--- src/rtl/wakeup_select.sv ---
// wakeup_select: reservation-station entry tracking with source wakeup and
// lowest-index select. Free-slot and select outputs are derived from the
// registered state only, so a slot freed by issue is visible one cycle later.
module wakeup_select #(
  parameter int unsigned RS_ENTRIES = 8,
  parameter int unsigned NUM_FUS    = 4,
  parameter int unsigned NUM_COLS   = 4,
  localparam int unsigned RS_IDX_WIDTH = $clog2(RS_ENTRIES),
  localparam int unsigned LOC_WIDTH    = $clog2(NUM_FUS) + $clog2(NUM_COLS),
  localparam int unsigned NUM_LOCS     = NUM_FUS * NUM_COLS
) (
  input  logic                    clk,
  input  logic                    rst,
  input  logic                    flush,
  input  logic                    dispatch_valid,
  input  logic                    latency,
  input  logic                    src1_dp_en,
  input  logic                    src2_dp_en,
  input  logic [LOC_WIDTH-1:0]    src1_dp_loc,
  input  logic [LOC_WIDTH-1:0]    src2_dp_loc,
  input  logic [NUM_LOCS-1:0]     wb_valid,
  output logic                    entry_free,
  output logic [RS_IDX_WIDTH-1:0] entry_index,
  output logic                    issue_valid,
  output logic [RS_IDX_WIDTH-1:0] issue_index,
  output logic                    issue_latency,
  input  logic                    issue_ready
);

  logic [RS_ENTRIES-1:0] valid_q, valid_d;
  logic [RS_ENTRIES-1:0] lat_q, lat_d;
  logic [RS_ENTRIES-1:0] p1_q, p1_d;
  logic [RS_ENTRIES-1:0] p2_q, p2_d;
  logic [LOC_WIDTH-1:0]  loc1_q [RS_ENTRIES];
  logic [LOC_WIDTH-1:0]  loc1_d [RS_ENTRIES];
  logic [LOC_WIDTH-1:0]  loc2_q [RS_ENTRIES];
  logic [LOC_WIDTH-1:0]  loc2_d [RS_ENTRIES];
  logic [RS_ENTRIES-1:0] ready;

  assign ready = valid_q & ~p1_q & ~p2_q;

  // Lowest-numbered unoccupied slot; descending scan so the lowest hit wins.
  always_comb begin
    entry_free  = 1'b0;
    entry_index = '0;
    for (int i = RS_ENTRIES - 1; i >= 0; i--) begin
      if (!valid_q[i]) begin
        entry_free  = 1'b1;
        entry_index = RS_IDX_WIDTH'(i);
      end
    end
  end

  // Lowest-numbered ready entry is offered for issue.
  always_comb begin
    issue_valid   = 1'b0;
    issue_index   = '0;
    issue_latency = 1'b0;
    for (int i = RS_ENTRIES - 1; i >= 0; i--) begin
      if (ready[i]) begin
        issue_valid   = 1'b1;
        issue_index   = RS_IDX_WIDTH'(i);
        issue_latency = lat_q[i];
      end
    end
  end

  // Next state: wakeup, then issue clear, then allocation; flush overrides all.
  always_comb begin
    valid_d = valid_q;
    lat_d   = lat_q;
    p1_d    = p1_q;
    p2_d    = p2_q;
    loc1_d  = loc1_q;
    loc2_d  = loc2_q;

    for (int i = 0; i < RS_ENTRIES; i++) begin
      if (valid_q[i]) begin
        if (p1_q[i] && wb_valid[loc1_q[i]]) p1_d[i] = 1'b0;
        if (p2_q[i] && wb_valid[loc2_q[i]]) p2_d[i] = 1'b0;
      end
    end

    if (issue_valid && issue_ready) valid_d[issue_index] = 1'b0;

    // The issuing slot is still valid, so entry_index never collides with it.
    if (dispatch_valid && entry_free) begin
      valid_d[entry_index] = 1'b1;
      lat_d[entry_index]   = latency;
      p1_d[entry_index]    = src1_dp_en && !wb_valid[src1_dp_loc];
      p2_d[entry_index]    = src2_dp_en && !wb_valid[src2_dp_loc];
      loc1_d[entry_index]  = src1_dp_loc;
      loc2_d[entry_index]  = src2_dp_loc;
    end

    if (flush) valid_d = '0;
  end

  // State registers; reset also zeroes the stored fields.
  always_ff @(posedge clk) begin
    if (rst) begin
      valid_q <= '0;
      lat_q   <= '0;
      p1_q    <= '0;
      p2_q    <= '0;
      for (int i = 0; i < RS_ENTRIES; i++) begin
        loc1_q[i] <= '0;
        loc2_q[i] <= '0;
      end
    end else begin
      valid_q <= valid_d;
      lat_q   <= lat_d;
      p1_q    <= p1_d;
      p2_q    <= p2_d;
      loc1_q  <= loc1_d;
      loc2_q  <= loc2_d;
    end
  end

  // Dispatch must not be presented while the station is full.
  assert property (@(posedge clk) disable iff (rst) !(dispatch_valid && !entry_free));

endmodule

--- config.mk ---
export PLATFORM = sky130hd
export DESIGN_NAME = wakeup_select
export DESIGN_NICKNAME = d
export VERILOG_FILES = /design/src/rtl/wakeup_select.sv
export SDC_FILE = /design/constraint.sdc
export NUM_CORES = 1
export LEC_CHECK = 0
export ABC_CLOCK_PERIOD_IN_PS = 3550
export CORE_UTILIZATION = 50
export CTS_BUF_LIST = sky130_fd_sc_hd__clkbuf_8
export CTS_CLUSTER_SIZE = 10
export DETAILED_ROUTE_END_ITERATION = 8
export PLACE_DENSITY = 0.69
export SLEW_MARGIN = 30
export SYNTH_ARGS = -nofsm -noshare
export SYNTH_HDL_FRONTEND = slang
export SYNTH_SLANG_ARGS = --single-unit
--- constraint.sdc ---
create_clock -name clk -period 3.55 [get_ports clk]
set_input_delay 0.71 -clock clk [delete_from_list [all_inputs] [get_ports clk]]
set_output_delay 0.71 -clock clk [all_outputs]
set_load 0.03 [all_outputs]
==> flow_summary.rst <==
.. list-table::
   :header-rows: 1

   * - Metric
     - Value
   * - Maximum number of pins on one net before global-route repair
     - 76
   * - Clock slew seen by the registers of the worst setup and hold paths
     - 90 ps
   * - Count of antenna-violating nets left after detailed routing
     - 0
   * - Final wirelength
     - 20,900 um
   * - Worst hold stages
     - 2
   * - Mean Syn Cell Area
     - 8.74 um^2
   * - Synthesized instance count
     - 742
   * - Synth warn
     - 0
   * - Setup TNS
     - 0 ps
   * - Final cycle utilization of the critical path
     - 92.7%
   * - Routed WL per cell
     - 22.6 um
   * - Vertical die dimension
     - 116 um
   * - Initial antenna violation count
     - 0
   * - Largest fanout on the critical path
     - 11
   * - Endpoints failing setup
     - 0
   * - Routed via count divided by cell count
     - between 6 and 7
   * - Die outline area
     - 13,400 um^2
   * - Number of global-route vias before repair
     - ~5,800
   * - DRC Markers
     - 0
   * - Highest-count cells in the layout ignoring fill and taps
     - 107 x sky130_fd_sc_hd__nand2_1, 96 x sky130_fd_sc_hd__dfxtp_1, 77 x sky130_fd_sc_hd__a21oi_1, 77 x sky130_fd_sc_hd__mux2i_1, 50 x sky130_fd_sc_hd__mux4_2
   * - Count of endpoints failing hold in the final timing report
     - 0
   * - Max stage delay on crit path
     - 670 ps
   * - Capture point of the worst reg-to-reg path
     - loc1_q[3]$_SDFFE_PP0P_
   * - Worst reg2reg setup slack
     - 1400 ps
   * - Power density normalized to cell area
     - a little under 300 nW/um^2
   * - Start-to-end type of the worst setup path
     - flop to output port
   * - Final weighted congestion in routability-driven placement
     - a little under 1
   * - Peak clock frequency supported by timing
     - between 0.3 and 0.4 GHz
   * - Worst-Margin Slew
     - 744 ps
   * - Sort of element at the end of the critical path
     - output port
   * - R2R Path Start
     - valid_q[1]$_SDFF_PP0_
   * - Shortest clock period the worst path allows after layout
     - 3290 ps
   * - Synthesized flop and latch total
     - 96
   * - Leakage dissipation
     - 2.27 nW
   * - Net count, final
     - 783
   * - Buffer cell driving the clock tree root
     - sky130_fd_sc_hd__clkbuf_8
   * - Worst Hold Launch
     - lat_q[2]$_SDFFE_PP0P_
   * - Sequential fraction of the synthesis area
     - 29.6%
   * - Initial DRT Pass Iterations
     - 5
   * - Hold-critical path endpoint
     - lat_q[2]$_SDFFE_PP0P_
   * - Post-detail-place hpwl
     - 14,800 um
   * - Critical path, cell by cell
     - nor3b_1 -> buf_4 -> nor4_1 -> nor2b_1 -> clkdlybuf4s50_1
   * - Overflow left after global routing
     - 0
   * - Later-pin clock latency in the skew report
     - 390 ps
   * - Normalized max-slew margin
     - around 50%
   * - Most frequent standard cell in the layout excluding fill and tap cells
     - sky130_fd_sc_hd__nand2_1
   * - Wire length of the first global-routing pass
     - between 30,000 and 40,000 um
   * - Final Total Pwr
     - 2.09 mW
   * - Critical path launch point type
     - flop
   * - Cell count of the worst reg-to-reg path
     - 6
   * - Row cnt
     - 41
   * - Crit path arrival time
     - between 2000 and 3000 ps
   * - I/O pins
     - 41
   * - Post-cts sizing count
     - 0
   * - Status
     - completed
   * - Die width
     - about 120 um
   * - Number of buffers created by CTS
     - 9
   * - Distinct cells, synth
     - 45
   * - Endpoint required time on the critical path
     - 2840 ps
   * - Hold buffer count at cts
     - 0
   * - Max Clock Skew
     - ~6.9 ps
   * - Setup repair after global routing missed its margin
     - false
   * - Net count after synthesis
     - 774
   * - Share of cells above drive strength 1
     - between 10% and 20%
   * - Slowest library cell on the worst path
     - sky130_fd_sc_hd__clkdlybuf4s50_1
   * - Number of H-tree branching levels
     - 3
   * - Area of the core
     - 12,600 um^2
   * - Maximum resistive drop on vdd
     - 0.000205 V
   * - Max Buffers Root-to-Sink
     - 2
   * - Path class of the lowest-slack min-delay path
     - flop to flop
   * - CTS tree
     - built
   * - Number of diodes
     - 0
   * - Sinks on Clock Net
     - 96
   * - Setup bufs post-CTS
     - 0
   * - Starting density of the core
     - roughly half
   * - Iteration-0 DRC count of the detailed router
     - roughly 640
   * - Overall via count from detail_route
     - 6,091
   * - Synth-to-layout area growth
     - 11.0%
   * - Area of the mapped netlist
     - 6480 um^2
   * - Global router's overall resource usage
     - 33.1%
   * - Port buffer count
     - 40
   * - Count of final max-slew check failures
     - 0
   * - Count of maximum capacitance violations
     - 0
## routing by layer
layer / up-vias / GRT usage [%] / share of wire (%)
met3: 79 / 7.11 / 9.4
met2: 373 / 53.1 / 46
li1: 2732 / - / -
met1: 2907 / 41.6 / 39
met5: - / 0 / 0
met4: 0 / 17.9 / 4.9
## report_power, final
part	internal, mW	switching (mW)
registers	1.09	0.0138
clock network	0.258	0.378
logic	0.150	0.199
## critical path: cells and delay by family, from the launching register on
family | cells | cell delay, ps
buffers and inverters | 2 | 830
and+or+nand+nor | 3 | 880
DFF | 1 | 460
## flip-flops by register name, summed over array words and instances, names as in the netlist
signal,cells
loc2_q,32
lat_q,8
valid_q,8
p1_q,8
loc1_q,32
p2_q,8
## area by class of cell
cell class | count | area (um^2)
Clock buffer | 10 | 138
Clock inverter | 4 | 16.3
Fill cell | 1158 | 5420
Inverter | 16 | 60.1
Multi-Input combinational cell | 551 | 4160
Sequential cell | 96 | 1920
Tap cell | 172 | 215
Timing Repair Buffer | 77 | 691
## per-stage QoR
| step | cells | instance area, um^2 | utilization, % | hold WS (ps) | setup slack [ps] |
|---|---|---|---|---|---|
| floorplan | 742 | 6480 | - | 436 | 855 |
| global placement | 912 | 7040 | 55.8 | 449 | 497 |
| detailed placement | 912 | 7040 | 55.8 | 455 | 391 |
| CTS | 926 | 7190 | 57.0 | 469 | 78.2 |
| global route | 926 | 7200 | 57.0 | 498 | 103 |
| finish | 926 | 7200 | 57.0 | 466 | 259 |
## worst max path at each step
stage / end / cells after the start / startpoint
after floorplan: issue_latency / 5 / valid_q[7]$_SDFF_PP0_
after global placement: p1_q[7]$_SDFF_PP0_ / 6 / src1_dp_loc[1]
after detailed placement: p1_q[7]$_SDFF_PP0_ / 6 / src1_dp_loc[1]
after CTS: issue_index[0] / 6 / valid_q[7]$_SDFF_PP0_
after global routing: issue_index[2] / 5 / valid_q[2]$_SDFF_PP0_
final: issue_index[2] / 5 / valid_q[2]$_SDFF_PP0_
## Yosys cell counts (all sizes together)
library cell | count | area share (%)
a211oi | 3 | 0.54
a21o | 2 | 0.23
a21oi | 79 | 6.2
a22oi | 15 | 1.7
a31oi | 1 | 0.097
and2 | 2 | 0.19
and3 | 2 | 0.19
and4b | 2 | 0.31
buf | 20 | 2.0
clkbuf | 59 | 3.4
dfxtp | 96 | 30
inv | 16 | 0.93
mux2i | 77 | 12
mux4 | 50 | 17
nand2 | 109 | 6.4
nand2b | 3 | 0.29
nand3 | 32 | 2.5
nand3b | 9 | 1.0
nand4 | 10 | 0.96
nand4b | 8 | 1.1
nor2 | 42 | 2.4
nor2b | 18 | 1.7
nor3 | 3 | 0.39
nor3b | 9 | 1.0
nor4 | 1 | 0.097
o2111ai | 15 | 2.0
o211ai | 2 | 0.23
o21a | 1 | 0.12
o21ai | 36 | 2.8
o221ai | 1 | 0.14
o22ai | 8 | 0.77
o31ai | 1 | 0.12
o41ai | 2 | 0.27
or2 | 3 | 0.29
or3 | 2 | 0.19
or3b | 2 | 0.27
or4b | 1 | 0.15
## logic make-up (layout without fill, tap and decap cells)
logic type | count (synthesis) | count (layout) | synth area share (%)
flip-flops | 96 | 96 | 29.6
AND/OR/NAND/NOR | 258 | 258 | 19.5
multiplexers | 127 | 127 | 29.3
AO/OA/AOI/OAI | 166 | 166 | 15.3
buffers and inverters | 95 | 107 | 6.31
Note: power is estimated with default switching activity, not from simulation.
